<file path="config.mk">
export PLATFORM = sky130hd
export DESIGN_NAME = dmem_arbiter_flat
export DESIGN_NICKNAME = d
export VERILOG_FILES = /design/src/rtl/dmem_arb_pkg.sv /design/src/rtl/dmem_arbiter_if.sv /design/src/rtl/dmem_arb_starve_cnt.sv /design/src/rtl/dmem_arbiter.sv /design/src/flat_wrapper.sv
export SDC_FILE = /design/constraint.sdc
export NUM_CORES = 1
export LEC_CHECK = 0
export ABC_AREA = 1
export BUFFER_PORTS_ARGS = -buffer_cell sky130_fd_sc_hd__buf_4
export CAP_MARGIN = 0
export CORE_AREA = 2 2 114 116
export DETAILED_ROUTE_END_ITERATION = 8
export DIE_AREA = 0 0 116 118
export PLACE_DENSITY = 0.55
export SLEW_MARGIN = 25
export SYNTH_ARGS = -nofsm -noshare
export SYNTH_HDL_FRONTEND = slang
export SYNTH_HIERARCHICAL = 1
export SYNTH_SLANG_ARGS = --single-unit
</file>
<file path="constraint.sdc">
create_clock -name clk -period 1.4 [get_ports clk]
set_input_delay 0.14 -clock clk [delete_from_list [all_inputs] [get_ports clk]]
set_output_delay 0.14 -clock clk [all_outputs]
set_load 0.005 [all_outputs]
</file>
<file path="src/rtl/dmem_arb_pkg.sv">
// dmem_arb_pkg: shared types for the data-memory arbiter.
// FSM states, grant encoding and starvation counter sizing.
package dmem_arb_pkg;

    typedef enum logic {
        ST_NORM  = 1'b0,
        ST_FORCE = 1'b1
    } state_e;

    typedef enum logic [1:0] {
        GNT_NONE = 2'd0,
        GNT_CPU  = 2'd1,
        GNT_DMA  = 2'd2
    } gnt_e;

    function automatic int cnt_width(input int limit);
        return (limit < 1) ? 1 : $clog2(limit + 1);
    endfunction

endpackage

</file>
<file path="src/rtl/dmem_arbiter_if.sv">
// dmem_arbiter_if: CPU MEM-stage, DMA and data-memory signals.
// slave = arbiter side, master = surrounding pipeline/memory side.
interface dmem_arbiter_if;
    import dmem_arb_pkg::*;

    logic        cpu_req;
    logic        cpu_we;
    logic [31:0] cpu_addr;
    logic [31:0] cpu_wdata;
    logic [31:0] cpu_rdata;
    logic        cpu_stall;

    logic        dma_valid;
    logic        dma_ready;
    logic        dma_we;
    logic [31:0] dma_addr;
    logic [31:0] dma_wdata;
    logic [31:0] dma_rdata;
    logic        dma_rvalid;

    logic        mem_we;
    logic [31:0] mem_addr;
    logic [31:0] mem_wdata;
    logic [31:0] mem_rdata;

    modport slave (
        input  cpu_req, cpu_we, cpu_addr, cpu_wdata,
        output cpu_rdata, cpu_stall,
        input  dma_valid, dma_we, dma_addr, dma_wdata,
        output dma_ready, dma_rdata, dma_rvalid,
        output mem_we, mem_addr, mem_wdata,
        input  mem_rdata
    );

    modport master (
        output cpu_req, cpu_we, cpu_addr, cpu_wdata,
        input  cpu_rdata, cpu_stall,
        output dma_valid, dma_we, dma_addr, dma_wdata,
        input  dma_ready, dma_rdata, dma_rvalid,
        input  mem_we, mem_addr, mem_wdata,
        output mem_rdata
    );

endinterface

</file>
<file path="src/rtl/dmem_arb_starve_cnt.sv">
// dmem_arb_starve_cnt: counts consecutive refused DMA cycles and
// requests a forced DMA slot on the last allowed refusal.
module dmem_arb_starve_cnt
    import dmem_arb_pkg::*;
#(
    parameter int STARVE_LIMIT = 4
) (
    input  logic clk,
    input  logic rst_n,
    input  logic dma_valid,
    input  logic dma_grant,
    output logic force_req
);

    localparam int CW = cnt_width(STARVE_LIMIT);
    localparam logic [CW-1:0] LIM    = CW'(STARVE_LIMIT);
    localparam logic [CW-1:0] LIM_M1 = CW'(STARVE_LIMIT - 1);

    logic [CW-1:0] wait_cnt;

    // Saturating refusal counter, cleared whenever the DMA is served
    always_ff @(posedge clk or negedge rst_n) begin
        if (!rst_n) begin
            wait_cnt <= '0;
        end else if (dma_grant) begin
            wait_cnt <= '0;
        end else if (dma_valid && wait_cnt != LIM) begin
            wait_cnt <= wait_cnt + 1'b1;
        end
    end

    assign force_req = dma_valid & ~dma_grant & (wait_cnt == LIM_M1);

endmodule

</file>
<file path="src/rtl/dmem_arbiter.sv">
// dmem_arbiter: shares the data memory between CPU MEM stage and DMA.
// Define DMEM_ARB_STARVE_EN to add the DMA starvation guard (ST_FORCE).
module dmem_arbiter
    import dmem_arb_pkg::*;
#(
    parameter int STARVE_LIMIT = 4
) (
    input  logic          clk,
    input  logic          rst_n,
    dmem_arbiter_if.slave bus
);

    gnt_e        gnt;
    logic        rd_acc;
    logic        rvalid_q;
    logic [31:0] rdata_q;

`ifdef DMEM_ARB_STARVE_EN
    state_e state;
    state_e state_nxt;
    logic   force_req;

    // FSM state register
    always_ff @(posedge clk or negedge rst_n) begin
        if (!rst_n) begin
            state <= ST_NORM;
        end else begin
            state <= state_nxt;
        end
    end

    // Next state: a starved DMA earns exactly one forced slot
    always_comb begin
        state_nxt = ST_NORM;
        if (state == ST_NORM && force_req) begin
            state_nxt = ST_FORCE;
        end
    end

    // Grant: forced slot goes to DMA, otherwise CPU has priority
    always_comb begin
        gnt = GNT_NONE;
        if (state == ST_FORCE) begin
            if (bus.dma_valid) begin
                gnt = GNT_DMA;
            end
        end else if (bus.cpu_req) begin
            gnt = GNT_CPU;
        end else if (bus.dma_valid) begin
            gnt = GNT_DMA;
        end
    end

    dmem_arb_starve_cnt #(
        .STARVE_LIMIT(STARVE_LIMIT)
    ) u_starve_cnt (
        .clk       (clk),
        .rst_n     (rst_n),
        .dma_valid (bus.dma_valid),
        .dma_grant (gnt == GNT_DMA),
        .force_req (force_req)
    );

    assign bus.cpu_stall = bus.cpu_req & (gnt != GNT_CPU) & rst_n;
`else
    logic unused_cfg;
    assign unused_cfg = ^STARVE_LIMIT;

    // Grant: strict CPU priority, DMA only on idle CPU cycles
    always_comb begin
        gnt = GNT_NONE;
        if (bus.cpu_req) begin
            gnt = GNT_CPU;
        end else if (bus.dma_valid) begin
            gnt = GNT_DMA;
        end
    end

    assign bus.cpu_stall = 1'b0;
`endif

    assign bus.dma_ready = (gnt == GNT_DMA) & rst_n;
    assign bus.cpu_rdata = bus.mem_rdata;

    // Memory mux: CPU drives the bus unless the DMA owns the slot
    always_comb begin
        bus.mem_addr  = bus.cpu_addr;
        bus.mem_wdata = bus.cpu_wdata;
        bus.mem_we    = 1'b0;
        case (gnt)
            GNT_CPU: begin
                bus.mem_we = bus.cpu_we & rst_n;
            end
            GNT_DMA: begin
                bus.mem_addr  = bus.dma_addr;
                bus.mem_wdata = bus.dma_wdata;
                bus.mem_we    = bus.dma_we & rst_n;
            end
            default: begin
                bus.mem_we = 1'b0;
            end
        endcase
    end

    assign rd_acc = (gnt == GNT_DMA) & ~bus.dma_we;

    // DMA read return register, one-cycle valid pulse
    always_ff @(posedge clk or negedge rst_n) begin
        if (!rst_n) begin
            rvalid_q <= 1'b0;
            rdata_q  <= '0;
        end else begin
            rvalid_q <= rd_acc;
            if (rd_acc) begin
                rdata_q <= bus.mem_rdata;
            end
        end
    end

    assign bus.dma_rvalid = rvalid_q;
    assign bus.dma_rdata  = rdata_q;

endmodule
</file>
<file path="src/flat_wrapper.sv">
// flat-port wrapper written by rule: the top's interface ports become plain ports
module dmem_arbiter_flat import dmem_arb_pkg::*;
#(
    parameter int STARVE_LIMIT = 4
)
  (clk, rst_n, bus_cpu_req, bus_cpu_we, bus_cpu_addr, bus_cpu_wdata, bus_cpu_rdata, bus_cpu_stall, bus_dma_valid, bus_dma_we, bus_dma_addr, bus_dma_wdata, bus_dma_ready, bus_dma_rdata, bus_dma_rvalid, bus_mem_we, bus_mem_addr, bus_mem_wdata, bus_mem_rdata);
  dmem_arbiter_if bus_i ();
  input  logic clk;
  input  logic rst_n;
  input wire logic [$bits(bus_i.cpu_req)-1:0] bus_cpu_req;
  input wire logic [$bits(bus_i.cpu_we)-1:0] bus_cpu_we;
  input wire logic [$bits(bus_i.cpu_addr)-1:0] bus_cpu_addr;
  input wire logic [$bits(bus_i.cpu_wdata)-1:0] bus_cpu_wdata;
  output wire logic [$bits(bus_i.cpu_rdata)-1:0] bus_cpu_rdata;
  output wire logic [$bits(bus_i.cpu_stall)-1:0] bus_cpu_stall;
  input wire logic [$bits(bus_i.dma_valid)-1:0] bus_dma_valid;
  input wire logic [$bits(bus_i.dma_we)-1:0] bus_dma_we;
  input wire logic [$bits(bus_i.dma_addr)-1:0] bus_dma_addr;
  input wire logic [$bits(bus_i.dma_wdata)-1:0] bus_dma_wdata;
  output wire logic [$bits(bus_i.dma_ready)-1:0] bus_dma_ready;
  output wire logic [$bits(bus_i.dma_rdata)-1:0] bus_dma_rdata;
  output wire logic [$bits(bus_i.dma_rvalid)-1:0] bus_dma_rvalid;
  output wire logic [$bits(bus_i.mem_we)-1:0] bus_mem_we;
  output wire logic [$bits(bus_i.mem_addr)-1:0] bus_mem_addr;
  output wire logic [$bits(bus_i.mem_wdata)-1:0] bus_mem_wdata;
  input wire logic [$bits(bus_i.mem_rdata)-1:0] bus_mem_rdata;
  assign bus_i.cpu_req = bus_cpu_req;
  assign bus_i.cpu_we = bus_cpu_we;
  assign bus_i.cpu_addr = bus_cpu_addr;
  assign bus_i.cpu_wdata = bus_cpu_wdata;
  assign bus_cpu_rdata = bus_i.cpu_rdata;
  assign bus_cpu_stall = bus_i.cpu_stall;
  assign bus_i.dma_valid = bus_dma_valid;
  assign bus_i.dma_we = bus_dma_we;
  assign bus_i.dma_addr = bus_dma_addr;
  assign bus_i.dma_wdata = bus_dma_wdata;
  assign bus_dma_ready = bus_i.dma_ready;
  assign bus_dma_rdata = bus_i.dma_rdata;
  assign bus_dma_rvalid = bus_i.dma_rvalid;
  assign bus_mem_we = bus_i.mem_we;
  assign bus_mem_addr = bus_i.mem_addr;
  assign bus_mem_wdata = bus_i.mem_wdata;
  assign bus_i.mem_rdata = bus_mem_rdata;
  dmem_arbiter #(.STARVE_LIMIT(STARVE_LIMIT)) u_core (.clk(clk), .rst_n(rst_n), .bus(bus_i));
endmodule
</file>
==> impl_metrics.toml <==
[setup_path]
critPathMaxFanout = 17
reg2reg_from = "u_core/bus.dma_rdata[0]$_DFFE_PN0P_"
critPathSlowestCell = "dlygate4sd3_1"
crit_type = "input port to primary output"
start_kind = "input port"
required_ps = 1260
cp-startpoint = "rst_n"
slowest_delay_ps = 540
r2r_slack_ps = 790
end_kind = "primary output"
reg2reg_to = "u_core/bus.dma_rdata[0]$_DFFE_PN0P_"
arrival_ps = 1150
worst-path-buf-inv = 3
r2r_cells = 2
cpLargestDelayFamily = "buffers and inverters"
cp_cell_sequence = "dlygate4sd3_1, buf_6, nand3_1, nand2_1, buf_4"

[synthesis]
ys_seq_area_share_pct = 33.8
yosys.cell_types.count = 13
syn_inst = 394
avgSynthCellArea_um2 = 6.19
ys_top_cells_by_area = "nand2_1 40%, dfrtp_1 34%, buf_4 12%, nand4_1 8.2%, buf_2 2.3%"
yosys_warnings = 6
synth_top_area_share_pct = 39.5
synth_nets = 560
synth_seq_cells = 33
yosys.area.top_type = "nand2_1"
synth_area_mm2 = 0.00244

[detailed_routing]
wl_per_cell_um = 13.9
viasPerCell = 4.07
vias = 3342
first_pass_iters = 4
drc_errors = 0
ant_nets = 0
finalWirelength_um = 11400
first_iter_violations = 112

[pwr]
leakage_nw = 2.88
power_frac_seq_pct = 30.3
switching_share_pct = 27.5
p_sw_mw = 1.08
ir_worst_vdd_mv = 0.765
total_power_mw = 3.93
p_per_area_mw_per_mm2 = 819
intPower_mw = 2.85
combPwrFrac_pct = 37.1
clkPwrFrac_pct = 32.7

[sta]
fmax_mhz = 772
maxSlewViolCount = 0
setup_ws_ps = 105
skew_ps = 0
hold_viol_final = 0
rsz0062_at_grt = "false"
setup_tns_ps = 0
setup_viol = 0
period_needed_ps = 1290
finalCritPeriodShare_pct = 92.5

[place]
io_buffers = 296
hpwlAfterDp_um = 9190
place_ws_ps = 148
routabilityCongestion = 0.875

[floorplanning]
pin_count = 298
dieArea_mm2 = 0.0137
fp.coreArea_mm2 = 0.0124
die_h_um = 118
die_w_um = 116
start_util_pct = 19.7
core.rowCount = 41

[final_layout]
antenna_cells = 0
areaGrowthSynthToFinish_pct = 96.6
fill_cells = 1359
layout_common_cells = "301 x buf_4, 257 x nand2_1, 33 x dfrtp_1"
final_common_cell = "buf_4"
fin_nets = 814
final_layout_size_suffix_gt1_share_pct = 48.8

[worst_hold_path]
min_from = "bus_mem_rdata[30]"
worstHoldEndpoint = "u_core/bus.dma_rdata[30]$_DFFE_PN0P_"
hp-class = "input port to register"
hold_depth = 3

[global_routing]
grt_pass1_wl_um = 16700
grt_max_degree = 66
grt.overflow.total = 0
grt_pass1_vias = 3214
antenna_found_initial = 0
track_usage_pct = 15.5

[cts]
clock_latency_ps = 280
ctsHtreeMaxLevel = 2
cts.clk_slew.worst_paths_ps = 50
cts.sinks = 33
cts-root-buf = "clkbuf_16"
cts_buffers = 5
cts_buffer_depth = 2
cts_tree = "built"
cts_setup_buffers = 0

[flow_run]
maxCapViolations = 0

[run_status]
outcome = "finished clean"
-- tightest hold or removal path, delay by kind of cell --
kind	cells	cell delay [ps]
buffers and inverters	1	80
AND/OR/NAND/NOR	2	150
-- Yosys cell counts --
library cell	n
buf_2	11
buf_6	1
dfrtp_1	33
nand2_1	257
buf_4	39
clkbuf_1	9
nor2_4	1
inv_1	3
conb_1	1
nor2_1	1
nand4_1	32
nand3_1	3
inv_2	3
-- cell type report --
type                            instances  area, µm²  share of cell area [%]
Timing Repair Buffer                  307       2360                    49.2
Multi-Input combinational cell        295       1200                    25.0
Sequential cell                        33        826                    17.2
Tap cell                              172        215                    4.49
Clock buffer                            7        143                    2.97
Clock inverter                          1       30.0                   0.626
Inverter                                6       22.5                   0.470
-- registers in the layout, indices dropped and copies added (netlist names) --
| name | flops |
|---|---|
| u_core/bus.dma_rdata | 32 |
| u_core/bus.dma_rvalid | 1 |
-- per-stage QoR --
step	utilization (%)	area (µm²)	std cells	hold WS (ps)
6_report	38.6	4800	821	123
3_5_place_dp	37.1	4610	812	16.3
2_1_floorplan	-	2440	394	-156
5_1_grt	38.6	4800	821	130
4_1_cts	38.6	4790	821	118
3_3_place_gp	37.1	4610	812	13.7
-- metal layers --
| layer | GRT usage (%) | wire (µm) |
|---|---|---|
| met1 | 18.2 | 4460 |
| met4 | 3.42 | 120 |
| met5 | 0 | 0 |
| met3 | 4.48 | 1240 |
| met2 | 27.6 | 5610 |
-- kinds of logic (layout without fill, tap and decap cells) --
| group | after synthesis | count (layout) | synth area share [%] |
|---|---|---|---|
| buffers and inverters | 66 | 321 | 17.0 |
| flip-flops | 33 | 33 | 33.8 |
| AND/OR/NAND/NOR | 294 | 294 | 49.0 |
| other | 1 | 1 | 0.154 |
-- power by group through the flow --
stage	clock network, mW	logic [mW]	registers (mW)
after floorplan	0	0.467	1.21
final	1.28	1.46	1.19
after global routing	1.36	1.60	1.21
after detailed placement	0	1.48	1.20
after global placement	0	1.47	1.20
after CTS	1.32	1.49	1.19
-- how the worst max path moves through the flow --
stage / depth (start not counted) / endpoint / slack [ps]
final: 5 / bus_mem_we / 110
after global placement: 6 / bus_mem_wdata[26] / 140
after global routing: 5 / bus_dma_ready / 20
after CTS: 5 / bus_dma_ready / 40
after floorplan: 8 / bus_mem_addr[0] / 420
after detailed placement: 6 / bus_mem_wdata[26] / 150
-- what timing repair did --
item,CTS,global route
endpoints found under the hold margin,13,0
endpoints found under the setup margin,0,1
gates resized for setup,0,1
hold buffers,1,0
No activity file was read; power rests on OpenSTA's default activity.
